## src/rtl/cache_pkg.sv

```systemverilog
// Shared definitions for the N-way data cache: memory-op encodings, the
// controller state type, and the byte-lane / load-extension helpers.
package cache_pkg;

  localparam logic [2:0] MEMOP_B  = 3'b000;
  localparam logic [2:0] MEMOP_H  = 3'b001;
  localparam logic [2:0] MEMOP_W  = 3'b010;
  localparam logic [2:0] MEMOP_BU = 3'b100;
  localparam logic [2:0] MEMOP_HU = 3'b101;

  typedef enum logic [1:0] {
    IDLE,
    WRITEBACK,
    REFILL
  } cache_state_t;

  // Stores only distinguish size through the low two funct3 bits.
  function automatic logic [31:0] lane_mask(input logic [2:0] op, input logic [1:0] off);
    logic [31:0] m;
    case (op[1:0])
      2'b00:   m = 32'h0000_00FF << {off, 3'b000};
      2'b01:   m = off[1] ? 32'hFFFF_0000 : 32'h0000_FFFF;
      default: m = 32'hFFFF_FFFF;
    endcase
    return m;
  endfunction

  // Replicate right-aligned store data across all candidate lanes; the mask picks one.
  function automatic logic [31:0] store_align(input logic [2:0] op, input logic [31:0] wd);
    logic [31:0] v;
    case (op[1:0])
      2'b00:   v = {4{wd[7:0]}};
      2'b01:   v = {2{wd[15:0]}};
      default: v = wd;
    endcase
    return v;
  endfunction

  function automatic logic [31:0] load_ext(input logic [2:0] op, input logic [1:0] off,
                                           input logic [31:0] word);
    logic [7:0]  b;
    logic [15:0] h;
    logic [31:0] v;
    b = word[{off, 3'b000} +: 8];
    h = off[1] ? word[31:16] : word[15:0];
    case (op)
      MEMOP_B:  v = {{24{b[7]}}, b};
      MEMOP_H:  v = {{16{h[15]}}, h};
      MEMOP_BU: v = {24'h0, b};
      MEMOP_HU: v = {16'h0, h};
      default:  v = word;
    endcase
    return v;
  endfunction

endpackage

```

## src/rtl/cache_lru.sv

```systemverilog
// True-LRU age tracking per set. Age 0 is most recent, WAYS-1 is the
// replacement candidate; ages in a set always form a permutation.
module cache_lru #(
  parameter int WAYS = 2,
  parameter int SETS = 8
) (
  input  logic                    clk_i,
  input  logic                    reset_i,
  input  logic                    touch_i,
  input  logic [$clog2(SETS)-1:0] set_i,
  input  logic [$clog2(WAYS)-1:0] way_i,
  output logic [$clog2(WAYS)-1:0] victim_o
);

  localparam int AGE_W = $clog2(WAYS);

  logic [AGE_W-1:0] age_q [SETS][WAYS];

  // Age update: touched way becomes youngest, younger ways age by one.
  always_ff @(posedge clk_i) begin
    if (reset_i) begin
      for (int s = 0; s < SETS; s++) begin
        for (int w = 0; w < WAYS; w++) begin
          age_q[s][w] <= AGE_W'(w);
        end
      end
    end else if (touch_i) begin
      for (int w = 0; w < WAYS; w++) begin
        if (AGE_W'(w) == way_i) begin
          age_q[set_i][w] <= '0;
        end else if (age_q[set_i][w] < age_q[set_i][way_i]) begin
          age_q[set_i][w] <= age_q[set_i][w] + 1'b1;
        end
      end
    end
  end

  // Oldest way of the addressed set.
  always_comb begin
    victim_o = '0;
    for (int w = 0; w < WAYS; w++) begin
      if (age_q[set_i][w] == AGE_W'(WAYS - 1)) begin
        victim_o = AGE_W'(w);
      end
    end
  end

endmodule

```

## src/rtl/nway_cache_ctrl.sv

```systemverilog
// Write-back, write-allocate N-way set-associative data cache with one-word
// lines. Misses stall the pipeline while a dirty victim is written back and
// the line is refilled; the held request then hits on the following cycle.
module nway_cache_ctrl #(
  parameter int DATA_WIDTH = 32,
  parameter int ADDR_WIDTH = 32,
  parameter int WAYS       = 2,
  parameter int SETS       = 8
) (
  input  logic                  clk_i,
  input  logic                  reset_i,
  input  logic                  en_i,
  input  logic                  we_i,
  input  logic [2:0]            mem_op_i,
  input  logic [ADDR_WIDTH-1:0] addr_i,
  input  logic [DATA_WIDTH-1:0] wd_i,
  output logic [DATA_WIDTH-1:0] rd_o,
  output logic                  stall_o,
  output logic                  mem_req_o,
  output logic                  mem_we_o,
  output logic [ADDR_WIDTH-1:0] mem_addr_o,
  output logic [DATA_WIDTH-1:0] mem_wdata_o,
  input  logic [DATA_WIDTH-1:0] mem_rdata_i,
  input  logic                  mem_ack_i
);

  import cache_pkg::*;

  localparam int IDX_W = $clog2(SETS);
  localparam int WAY_W = $clog2(WAYS);
  localparam int TAG_W = ADDR_WIDTH - 2 - IDX_W;

  logic [TAG_W-1:0]      tag_q   [SETS][WAYS];
  logic [DATA_WIDTH-1:0] data_q  [SETS][WAYS];
  logic [WAYS-1:0]       valid_q [SETS];
  logic [WAYS-1:0]       dirty_q [SETS];

  cache_state_t state_q, state_d;
  logic [WAY_W-1:0] victim_q, victim_d;

  logic [IDX_W-1:0] idx;
  logic [TAG_W-1:0] tag;
  logic [1:0]       off;
  logic             hit;
  logic [WAY_W-1:0] hit_way;
  logic             inv_found;
  logic [WAY_W-1:0] inv_way;
  logic [WAY_W-1:0] lru_victim;
  logic [WAY_W-1:0] victim_sel;
  logic             access_hit;
  logic             refill_done;

  assign idx = addr_i[IDX_W+1:2];
  assign tag = addr_i[ADDR_WIDTH-1:IDX_W+2];
  assign off = addr_i[1:0];

  // Tag compare across all ways of the addressed set.
  always_comb begin
    hit     = 1'b0;
    hit_way = '0;
    for (int w = 0; w < WAYS; w++) begin
      if (valid_q[idx][w] && (tag_q[idx][w] == tag)) begin
        hit     = 1'b1;
        hit_way = WAY_W'(w);
      end
    end
  end

  // Lowest-index empty way takes precedence over the LRU candidate.
  always_comb begin
    inv_found = 1'b0;
    inv_way   = '0;
    for (int w = WAYS - 1; w >= 0; w--) begin
      if (!valid_q[idx][w]) begin
        inv_found = 1'b1;
        inv_way   = WAY_W'(w);
      end
    end
  end

  assign victim_sel  = inv_found ? inv_way : lru_victim;
  assign access_hit  = (state_q == IDLE) && en_i && hit;
  assign refill_done = (state_q == REFILL) && mem_ack_i;

  cache_lru #(
    .WAYS (WAYS),
    .SETS (SETS)
  ) u_lru (
    .clk_i    (clk_i),
    .reset_i  (reset_i),
    .touch_i  (access_hit),
    .set_i    (idx),
    .way_i    (hit_way),
    .victim_o (lru_victim)
  );

  // Controller next-state and all pipeline/memory-side outputs.
  always_comb begin
    state_d     = state_q;
    victim_d    = victim_q;
    rd_o        = '0;
    stall_o     = 1'b0;
    mem_req_o   = 1'b0;
    mem_we_o    = 1'b0;
    mem_addr_o  = '0;
    mem_wdata_o = '0;
    case (state_q)
      IDLE: begin
        if (en_i) begin
          if (hit) begin
            if (!we_i) begin
              rd_o = load_ext(mem_op_i, off, data_q[idx][hit_way]);
            end
          end else begin
            stall_o  = 1'b1;
            victim_d = victim_sel;
            if (valid_q[idx][victim_sel] && dirty_q[idx][victim_sel]) begin
              state_d = WRITEBACK;
            end else begin
              state_d = REFILL;
            end
          end
        end
      end
      WRITEBACK: begin
        stall_o     = 1'b1;
        mem_req_o   = 1'b1;
        mem_we_o    = 1'b1;
        mem_addr_o  = {tag_q[idx][victim_q], idx, 2'b00};
        mem_wdata_o = data_q[idx][victim_q];
        if (mem_ack_i) begin
          state_d = REFILL;
        end
      end
      REFILL: begin
        stall_o    = 1'b1;
        mem_req_o  = 1'b1;
        mem_addr_o = {addr_i[ADDR_WIDTH-1:2], 2'b00};
        if (mem_ack_i) begin
          state_d = IDLE;
        end
      end
      default: begin
        state_d = IDLE;
      end
    endcase
  end

  // State and latched victim.
  always_ff @(posedge clk_i) begin
    if (reset_i) begin
      state_q  <= IDLE;
      victim_q <= '0;
    end else begin
      state_q  <= state_d;
      victim_q <= victim_d;
    end
  end

  // Line status: refill installs a clean line, a store hit marks it dirty.
  always_ff @(posedge clk_i) begin
    if (reset_i) begin
      for (int s = 0; s < SETS; s++) begin
        valid_q[s] <= '0;
        dirty_q[s] <= '0;
      end
    end else if (refill_done) begin
      valid_q[idx][victim_q] <= 1'b1;
      dirty_q[idx][victim_q] <= 1'b0;
    end else if (access_hit && we_i) begin
      dirty_q[idx][hit_way] <= 1'b1;
    end
  end

  // Tag/data storage; contents are meaningless until the valid bit is set.
  always_ff @(posedge clk_i) begin
    if (refill_done) begin
      data_q[idx][victim_q] <= mem_rdata_i;
      tag_q[idx][victim_q]  <= tag;
    end else if (access_hit && we_i) begin
      data_q[idx][hit_way] <= (data_q[idx][hit_way] & ~lane_mask(mem_op_i, off))
                            | (store_align(mem_op_i, wd_i) & lane_mask(mem_op_i, off));
    end
  end

endmodule

```

## config.mk

```make
export PLATFORM = sky130hd
export DESIGN_NAME = nway_cache_ctrl
export DESIGN_NICKNAME = d
export VERILOG_FILES = /design/src/rtl/cache_pkg.sv /design/src/rtl/cache_lru.sv /design/src/rtl/nway_cache_ctrl.sv
export SDC_FILE = /design/constraint.sdc
export NUM_CORES = 1
export LEC_CHECK = 0
export CORE_ASPECT_RATIO = 1.4
export CORE_UTILIZATION = 54
export DETAILED_ROUTE_END_ITERATION = 10
export GPL_TIMING_DRIVEN = 0
export PLACE_DENSITY = 0.75
export SLEW_MARGIN = 15
export SYNTH_ARGS = -nofsm -noshare
export SYNTH_HDL_FRONTEND = slang
export SYNTH_HIERARCHICAL = 1
export SYNTH_SLANG_ARGS = --single-unit
```

## constraint.sdc

```tcl
create_clock -name clk_i -period 6.3 [get_ports clk_i]
set_input_delay 1.26 -clock clk_i [delete_from_list [all_inputs] [get_ports clk_i]]
set_output_delay 1.26 -clock clk_i [all_outputs]
set_load 0.02 [all_outputs]
```

# Word level (Yosys, flattened, before mapping)

Memories as Yosys holds them, arrays and structs flattened.
Cells that the tools add are included.

Word-level logic and storage cells: 296
Bits in writable memories: 992
Bits of input ports: 104
Bits in registers: 3
Output and inout bits: 99
Memories: 5

Memory list:

| memory      | words | width | read ports | clocked after memory_dff | wr ports | RTL line              | RTL |
|---|---|---|---|---|---|---|---|
| data_q      | 8     | 64    | 1          | 0                        | 1        | nway_cache_ctrl.sv:34 | `logic [DATA_WIDTH-1:0] data_q [SETS][WAYS];` |
| tag_q       | 8     | 54    | 1          | 0                        | 1        | nway_cache_ctrl.sv:33 | `logic [TAG_W-1:0] tag_q [SETS][WAYS];` |
| dirty_q     | 8     | 2     | 1          | 0                        | 8        | nway_cache_ctrl.sv:36 | `logic [WAYS-1:0] dirty_q [SETS];` |
| u_lru.age_q | 8     | 2     | 1          | 0                        | 8        | cache_lru.sv:17       | `logic [AGE_W-1:0] age_q [SETS][WAYS];` |
| valid_q     | 8     | 2     | 1          | 0                        | 8        | nway_cache_ctrl.sv:35 | `logic [WAYS-1:0] valid_q [SETS];` |

Eq/ne operators: 12
Multiplexer cells: 167
Shifts and indexed selects: 2
Bitwise gates (word level): 75
Reductions and logical operators: 20
Add/sub/neg operators: 2
Order comparisons: 11

Operators with widths:

| kind                                                                 | number |
|---|---|
| 32-bit two-way mux                                                   | 18 |
| 32-bit one-hot mux with 2 select lines                               | 3 |
| 64-bit two-way mux                                                   | 2 |
| 32-bit one-hot mux with 4 select lines                               | 1 |
| 1-bit two-way mux                                                    | 114 |
| 27-bit two-way mux                                                   | 4 |
| 1-bit OR                                                             | 68 |
| 32-bit bitwise AND                                                   | 2 |
| 32-bit demux with 1-bit select                                       | 2 |
| 27-bit equality test                                                 | 2 |
| 54-bit two-way mux                                                   | 1 |
| 32-bit NOT                                                           | 1 |
| 32-bit OR                                                            | 1 |
| 32-bit by 6-bit variable part select with 8-bit output               | 1 |
| 8-bit by 5-bit << shifter with 32-bit output, first input constant   | 1 |
| 27-bit demux with 1-bit select                                       | 1 |
| 2-bit two-way mux                                                    | 13 |
| 16-bit two-way mux                                                   | 1 |
| 1-bit logical AND                                                    | 11 |
| 3-bit two-way mux                                                    | 3 |
| 2-bit inequality test, second input constant                         | 4 |
| 2-bit OR reduction                                                   | 4 |
| 3-bit equality test, second input constant                           | 2 |
| 1-bit by 2-bit < comparator with 1-bit output, second input constant | 3 |
| other kinds (17)                                                     | 26 |

# Longest topological paths before layout

Gate-level depths: netlist of the first run.
An unclocked memory read counts as a cell.

Word-level depth: 17
Gate-level depth with buffers: 21
Mapped depth without buffers: 14

# Modules after synthesis

Netlist of the first run, hierarchy kept.

By module, submodules not included:

| module          | times used | cells each | area an instance (sq um) |
|---|---|---|---|
| nway_cache_ctrl | 1          | 2666       | 41207.0 |
| cache_lru       | 1          | 88         | 1036.0 |

# Worst setup path after synthesis of the first run

OpenSTA, ideal clock, no wires.

Path type: in2out
From: input addr_i[2]
To: output rd_o[3]
Data arrival time: 5665 ps
Data required time: 5040 ps
Path slack: -625 ps
Stages: 15
Path through: buf_6 buf_2 buf_4 buf_2 mux2_2 o22ai_1 nor3_1 nand3b_1 or4_1 nor4_2 buf_4 buf_4 mux2i_1 a211oi_1 a2111oi_0

Longest elaborated chain between the ends: 14
Elaborated cells on any way between the ends: 21
Those cells by class: eq/ne: 2; shift: 1; mux: 12; bitwise: 1; reduce/logical: 2; memory: 3

RTL lines:

| item                                                                                                | RTL line                         | RTL |
|---|---|---|
| start, declared                                                                                     | nway_cache_ctrl.sv:15            | `input logic [ADDR_WIDTH-1:0] addr_i,` |
| memory read 8 x 54 bit                                                                              | n/a                              |  |
| 27-bit equality test                                                                                | nway_cache_ctrl.sv:62            | `if (valid_q[idx][w] && (tag_q[idx][w] == tag)) begin` |
| 1-bit logical AND                                                                                   | nway_cache_ctrl.sv:62            |  |
| 1-bit two-way mux                                                                                   | nway_cache_ctrl.sv:62            |  |
| 1-bit NOT with 2-bit output (implied by the code)                                                   | nway_cache_ctrl.sv:112           | `rd_o = load_ext(mem_op_i, off, data_q[idx][hit_way]);` |
| 32-bit two-way mux (implied by the code) (3 in series)                                              | nway_cache_ctrl.sv:112           |  |
| 32-bit by 6-bit variable part select with 8-bit output / 16-bit two-way mux (equally long branches) | cache_pkg.sv:44, cache_pkg.sv:45 |  |
| 32-bit one-hot mux with 4 select lines                                                              | cache_pkg.sv:46                  | `case (op)` |
| 32-bit two-way mux                                                                                  | nway_cache_ctrl.sv:111           | `if (!we_i) begin` |
| 32-bit two-way mux *                                                                                | nway_cache_ctrl.sv:110           | `if (hit) begin` |
| 32-bit two-way mux *                                                                                | nway_cache_ctrl.sv:109           | `if (en_i) begin` |
| 32-bit two-way mux *                                                                                | nway_cache_ctrl.sv:107           | `case (state_q)` |
| end, declared                                                                                       | nway_cache_ctrl.sv:17            | `output logic [DATA_WIDTH-1:0] rd_o,` |

Every way passes the cells marked *; elsewhere a longest branch is shown, timed or not. The select of a mux whose other input is x is not followed.

# Worst setup path after layout of the first run

From: input addr_i[3]
To: output rd_o[6]

Same word-level chain as after synthesis.

==> results of run 1 <==
-- layer usage --
metal,GRT usage,vias up
met2,0.6063,2530
met1,0.4310,14490
met5,0,-
met3,0.07561,646
li1,-,11810
met4,0.2842,2
-- critical path, stage by stage --
cell,delay [ns]
buf_4,0.18
buf_8,0.19
buf_8,0.19
buf_12,0.18
buf_4,0.26
clkbuf_4,0.32
mux2i_1,0.23
o22ai_1,0.11
a211oi_2,0.40
xnor2_1,0.16
nor3_2,0.27
nand3_1,0.17
nor4_4,0.24
buf_4,0.18
o2111ai_4,0.25
buf_4,0.25
buf_6,0.11
o21bai_1,0.15
a221oi_2,0.26
buf_4,0.20
-- logic make-up after synthesis --
family | Yosys count | share of synthesized area
AOI/OAI and AO/OA | 685 | 0.1179
xor gates and xnor gates | 39 | 0.008086
adders and majority gates | 4 | 0.001185
buffers and inverters | 203 | 0.02156
DFF | 995 | 0.7026
muxes | 287 | 0.08658
other | 1 | 0.00008877
and+or+nand+nor | 540 | 0.06202
-- cell type report --
| class | count | area [um^2] |
|---|---|---|
| fill | 5330 | 25910 |
| clock buffer | 108 | 2414 |
| clock inverter | 58 | 556.8 |
| buffer | 179 | 1434 |
| antenna | 1 | 2.502 |
| inverter | 15 | 67.56 |
| sequential | 995 | 29680 |
| multi-input combinational | 1557 | 12860 |
| tap | 1045 | 1308 |
| timing repair buffer | 310 | 3436 |
-- sequential cells by signal, indices dropped and copies added (netlist names) --
register / count
data_q: 512
tag_q: 432
dirty_q: 16
u_lru/age_q: 16
valid_q: 16
state_q: 2
victim_q: 1
-- layout by cell type (no fill, tap or decap), types with 86 or more instances in the layout --
cell type and instances:
a21oi_1 91, nor2_1 126, clkdlybuf4s50_1 148, clkbuf_16 94
a22oi_1 144, mux2i_1 96, nand2_1 142, mux2_2 109
o21ai_0 86, edfxtp_1 975
-- stage by stage --
stage	instances	setup TNS (ns)	hold slack (ns)	cell area, um^2
after floorplan	2755	-2.216	0.4311	42300
after global placement	3999	-4275.61	0.4428	45600
after detailed placement	4033	-2650.71	0.4559	46570
after CTS	4255	-9.353	0.4700	51460
after global routing	4267	-14.76	0.4850	51750
final	4268	-18.21	0.4742	51750
-- power by group through the flow --
stage	clock network, W	registers (W)	logic [W]
2_1_floorplan	0	0.00746	0.000610
3_3_place_gp	0	0.00746	0.00110
3_5_place_dp	0	0.00746	0.00114
4_1_cts	0.00557	0.00732	0.00128
5_1_grt	0.00584	0.00732	0.00137
6_report	0.00560	0.00732	0.00134
-- final timing paths --
check | start | end | depth (start not counted)
max | addr_i[3] | rd_o[6] | 20
min | valid_q[7][1] | valid_q[7][1] | 2
max reg2reg | tag_q[6][13] | data_q[4][40] | 11
min reg2reg | valid_q[7][1] | valid_q[7][1] | 2
-- what timing repair did --
action,4_1_cts,5_1_grt
buffers inserted,60,14
pin swaps,34,11
gates cloned,4,0
setup endpoints to repair,1199,102
gates resized for setup,606,41
==> qor.csv, run 1 <==
stage,metric,value,unit
synth,Syn. warnings,6,
global_route,vias in the first global route,29300,
synth,"FFs w/ async S/R, synth",0,
pwr,Max VDD drop,191.0,uV
synth,"count leader, synth",edfxtp_1,
die,core area,77670,um^2
synth,post-synthesis cell count,2754,
pwr,Sequential Power Share,0.513,
sta,Period minus WS final,6.858,ns
drt,post-DR wirelength/cell,34.67,um
drt,Total Wirelength,148000,um
outcome,failing checks,negative setup slack,
worst_setup_path,Crit. End Element,primary output,
clock_tree,clk slew on worst S/H paths,0.06,ns
sta,final hold vios,0,
global_route,largest net degree at the start of global routing,23,
final_layout,share of cells above drive strength 1,0.2312,
synth,Synth area leader,edfxtp_1,
synth,"Seq/Total Area, Yosys",0.7026,
placement,HPWL after DPL,100400,um
clock_tree,CTS Buffer Depth,3,
die,number of I/O pins,203,
pwr,Internal Power,0.01093,W
sta,Least-Margin Pin Slew,1.253,ns
sta,RSZ-0062 raised after global routing,yes,
clock_tree,# hold bufs at CTS,0,
clock_tree,clk root buf,clkbuf_16,
clock_tree,H-Tree Depth,3,
placement,GP Congestion,1.004,
pwr,switching share of power,0.2334,
synth,Synth top cells by count,"edfxtp_1, nor2_1, a22oi_1, nand2_1, clkbuf_1",
global_route,antenna violations before repair,5,
global_route,gr usage total,0.3716,
drt,Final ANT Viol Nets,0,
clock_tree,clock tree sinks,995,
drt,M1 wire length,48300,um
pwr,static leakage,16.86,nW
outcome,status,"complete, but fails checks",
pwr,Combinational Power Share,0.094,
worst_setup_path,Worst EP required,5.04,ns
die,Die Y,332.9,um
worst_setup_path,Crit path arrival time,5.60,ns
drt,drt drc,0,
pwr,clock share of power,0.393,
global_route,first-pass GRT wire length,206600,um
synth,ys flop type,edfxtp_1,
clock_tree,worst-skew pair later-pin latency,0.67,ns
placement,port bufs,199,
synth,Yosys top cell area share,0.6931,
job,total of max-cap violations,0,
placement,"worst slack, placed",-3.934,ns
worst_setup_path,Crit Path Max Fanout,10,
drt,DR iter-0 viols,3981,
final_layout,Final Util,0.6663,
sta,worst setup margin,-0.5575,ns
drt,metal3 WL,16010,um
pwr,power per cell area,275.6,nW/um^2
sta,Tcrit/Tclk final,1.088,
die,row count,121,
final_layout,fin nets,3256,
sta,Slew headroom,0.1647,
synth,"top cells by area, synth","edfxtp_1, mux2_2, mux2i_1",
drt,via/cell ratio,6.907,
die,initial core utilization,0.5439,
sta,final setup violation count,127,
worst_setup_path,startpoint types,input port,
sta,clk_skew,0.01865,ns
drt,vias,29480,
worst_setup_path,crit path kind,input port to primary output,
sta,"Slew Viols, Final",0,
clock_tree,CTS tree,built,
drt,uppermost layer routed,met5,
die,Die Area,79370,um^2
sta,fmax,0.1458,GHz
synth,synthesized area,42240,um^2
synth,#FFs+latches synth,995,
drt,DRT Pass-1 Iters,6,
synth,number of distinct library cells after synthesis,86,
min_path,Hold Path Class,flop to flop,
synth,Post-synth EDFFs,975,
die,Die Wd,238.4,um
pwr,Final Total Pwr,0.01426,W
pwr,NetSw,0.003329,W
synth,Syn Area/Cell,15.34,um^2
final_layout,Layout Area Growth over Synthesis,22.51,%
drt,WL met2,70390,um
global_route,GRT overflow,0,
clock_tree,Num CTS Buffers,90,
worst_setup_path,R2R Setup Slk,0.84,ns
No activity file was read; power rests on OpenSTA's default activity.
==> inputs of run 2 (changes only) <==
--- a/config.mk
+++ b/config.mk
@@ -5,11 +5,12 @@
 export SDC_FILE = /design/constraint.sdc
 export NUM_CORES = 1
 export LEC_CHECK = 0
+export ABC_AREA = 1
 export CORE_ASPECT_RATIO = 1.4
-export CORE_UTILIZATION = 54
+export CORE_UTILIZATION = 55
 export DETAILED_ROUTE_END_ITERATION = 10
 export GPL_TIMING_DRIVEN = 0
-export PLACE_DENSITY = 0.75
+export PLACE_DENSITY = 0.77
 export SLEW_MARGIN = 15
 export SYNTH_ARGS = -nofsm -noshare
 export SYNTH_HDL_FRONTEND = slang
==> run 2 against run 1 <==
Compared with the run above:
- the flow still finishes with violations (negative setup slack)
- via count increased by 15%
- cell area decreased by 1.1%
- critical path depth increased by 2
- flip-flop and latch count unchanged
- non-clock buffer count decreased by 43
- largest power group unchanged
- critical path type unchanged
==> qor.csv, run 2 <==
stage,metric,value,unit,change
outcome,status,"complete, but fails checks",,
outcome,failing checks,negative setup slack,,
final_layout,Largest register FFs,512,,unchanged
global_route,vias in the first global route,33460,,+14%
worst_setup_path,startpoint types,input port,,
pwr,Max VDD drop,209.7,uV,+9.8%
placement,placement-stage cell area,47720,um^2,+2.5%
synth,number of distinct library cells after synthesis,51,,-41%
die,row count,121,,unchanged
clock_tree,worst-skew pair later-pin latency,0.70,ns,+0.03 ns
worst_setup_path,Crit. End Element,primary output,,
synth,ys flop type,edfxtp_1,,
placement,GP Congestion,1.033,,+2.8%
pwr,power per cell area,279.0,nW/um^2,+1.2%
final_layout,fin nets,4377,,+34%
drt,vias,33990,,+15%
die,initial core utilization,0.5579,,+0.01396
clock_tree,clk slew on worst S/H paths,0.06,ns,about the same
min_path,Hold Path Class,flop to flop,,
global_route,first-pass GRT wire length,233900,um,+13%
sta,worst setup margin,-0.03177,ns,+0.5258 ns
placement,HPWL after DPL,121600,um,+21%
clock_tree,clk root buf,clkbuf_16,,
final_layout,Largest regs,"data_q: 512 flops, tag_q: 432 flops",,
synth,"FFs w/ async S/R, synth",0,,unchanged
sta,Worst Hold Slack,0.4749,ns,+0.0006520 ns
drt,Final ANT Viol Nets,0,,unchanged
sta,Period minus WS final,6.332,ns,-0.5258 ns
placement,port bufs,196,,-1.5%
synth,Syn. warnings,6,,unchanged
final_layout,most frequent cells in the layout,"nand2_1, edfxtp_1, inv_1",,
die,core area,78120,um^2,+0.58%
sta,clk_skew,0.03330,ns,+0.01465 ns
drt,DRT Pass-1 Iters,9,,+3
synth,Post-synth EDFFs,975,,unchanged
die,number of I/O pins,203,,unchanged
worst_setup_path,Crit Path Max Fanout,10,,unchanged
synth,synthesized area,43580,um^2,+3.2%
synth,Yosys top cell area share,0.6718,,-0.02127
drt,post-DR wirelength/cell,31.22,um,-9.9%
worst_setup_path,critical path's largest stage delay,0.51,ns,+0.11 ns
final_layout,share of cells above drive strength 1,0.1124,,-0.1188
sta,total negative setup slack,-0.03177,ns,+18.18 ns
final_layout,Final Util,0.6554,,-0.01092
synth,Synth top cells by count,"nand2_1, edfxtp_1, inv_1, nor2_1, nand3_1",,
synth,"count leader, synth",nand2_1,,
clock_tree,CTS Buffer Depth,3,,unchanged
worst_setup_path,CP max-delay cell,o211ai_1,,
sta,"Slew Viols, Final",0,,unchanged
worst_setup_path,Worst EP required,5.04,ns,about the same
global_route,gr usage total,0.4218,,+0.05014
die,Die Wd,239.9,um,+0.64%
sta,Slew headroom,0.1244,,-0.04020
drt,via/cell ratio,6.309,,-8.7%
global_route,largest net degree at the start of global routing,28,,+22%
worst_setup_path,critical-path cell list,"buf_6, buf_12, nor2_4, buf_4, buf_4, nand3_1, nand2_1, nor2_4, nor2_1, nor2_1, nand2_1, nor2_2, nand2_1, nor2_4, nand2_4, buf_6, buf_6, o211ai_1, nand3_2, nor2_4, nor2_1, clkdlybuf4s15_2",,
drt,Total Wirelength,168200,um,+14%
job,total of max-cap violations,0,,unchanged
synth,"Seq/Total Area, Yosys",0.6810,,-0.02156
final_layout,"commonest non-fill, non-tap cell in the layout",nand2_1,,
final_layout,Finished Cell Area,51200,um^2,-1.1%
drt,drt drc,0,,unchanged
sta,Tcrit/Tclk final,1.005,,-0.08346
global_route,antenna violations before repair,5,,unchanged
final_layout,most flop-heavy register,data_q,,
clock_tree,Num CTS Buffers,92,,+2.2%
synth,"top cells by area, synth","edfxtp_1, nand2_1, inv_1",,
sta,final hold vios,0,,unchanged
drt,DR iter-0 viols,4433,,+11%
clock_tree,H-Tree Depth,3,,unchanged
synth,Synth area leader,edfxtp_1,,
die,Die Y,335.1,um,+0.64%
synth,post-synthesis cell count,3930,,+43%
die,Die Area,80380,um^2,+1.3%
clock_tree,# hold bufs at CTS,0,,unchanged
clock_tree,CTS tree,built,,
global_route,GRT overflow,0,,unchanged
sta,final setup violation count,1,,-99%
worst_setup_path,Crit path arrival time,5.07,ns,-0.53 ns
sta,Least-Margin Pin Slew,1.313,ns,+0.06031 ns
final_layout,Layout Area Growth over Synthesis,17.49,%,
worst_setup_path,crit path kind,input port to primary output,,
worst_setup_path,"most used cell, CP",nor2_4,,
synth,Syn Area/Cell,11.09,um^2,-28%
sta,fmax,0.1579,GHz,+8.3%
pwr,static leakage,19.28,nW,+14%
clock_tree,clock tree sinks,995,,unchanged
synth,#FFs+latches synth,995,,unchanged
[run 2: cell count changes after synthesis, sizes merged, moves of 49 or more]
| cell | before | now |
|---|---|---|
| a21oi | 97 | 183 |
| a22oi | 149 | 55 |
| buf | 61 | 134 |
| clkbuf | 127 | 68 |
| inv | 13 | 283 |
| mux2 | 118 | 0 |
| mux2i | 120 | 7 |
| mux4 | 49 | 0 |
| nand2 | 147 | 1116 |
| nand3 | 19 | 191 |
| nand4 | 15 | 70 |
| nor2 | 164 | 313 |
| o21ai | 91 | 244 |
[run 2: cell families (layout without fill, tap and decap cells)]
| family | count (synthesis) | after routing | share of synthesized area |
|---|---|---|---|
| compound gates | 684 | 684 | 0.09672 |
| xor+xnor | 4 | 4 | 0.0008038 |
| fa+ha+maj | 4 | 4 | 0.001148 |
| buf+inv | 488 | 897 | 0.05064 |
| flops | 995 | 995 | 0.6810 |
| mux | 7 | 7 | 0.001608 |
| other cells | 1 | 5 | 0.00008605 |
| simple gates | 1747 | 1747 | 0.1680 |
[run 2: final timing paths]
| path | slack [ns] | to | cells past startpoint | startpoint |
|---|---|---|---|---|
| min | 0.47 | valid_q[4][0] | 2 | valid_q[4][0] |
| max | -0.03 | rd_o[6] | 22 | addr_i[4] |
| min reg2reg | 0.47 | valid_q[4][0] | 2 | valid_q[4][0] |
| max reg2reg | 1.92 | data_q[5][41] | 16 | tag_q[4][10] |
[run 2: through the flow]
step	power [W]	setup WS, ns	instances
finish	0.01428	-0.03177	5388
global route	0.01455	-0.02364	5386
global placement	0.008740	-1.948	5172
CTS	0.01417	0.01344	5383
floorplan	0.008120	1.448	3931
detailed placement	0.008771	-1.976	5204
[run 2: layout make-up]
cell class                 count  area [um^2]
clock inverter                45        530.5
antenna                        3        7.507
buffer                       201         1313
fill                        5820        26920
inverter                     286         1094
clock buffer                 120         2407
sequential                   995        29680
tap                         1045         1308
timing repair buffer         245         2805
multi-input combinational   2448        12060
[run 2: routing by layer]
layer	track usage	wire (um)
met3	0.08583	16260
met5	0	24
met1	0.4429	52090
met2	0.7060	81200
met4	0.3931	18660
[run 2: timing repair]
item	CTS	global route
endpoints found under the setup margin	137	33
endpoints found under the hold margin	0	0
resized for setup	206	53
pin swaps	15	11
setup buffers	15	2
[run 2: report_power, final]
| part | switching, W | internal [W] |
|---|---|---|
| clock | 0.00251 | 0.00305 |
| sequential | 0.0000141 | 0.00732 |
| combinational | 0.00103 | 0.000362 |
| total | 0.00355 | 0.0107 |
[run 2: critical path, delay by kind of cell]
family | cells | cell delay [ns]
AOI/OAI and AO/OA | 1 | 0.51
and+or+nand+nor | 14 | 2.00
buffers and inverters | 7 | 1.25
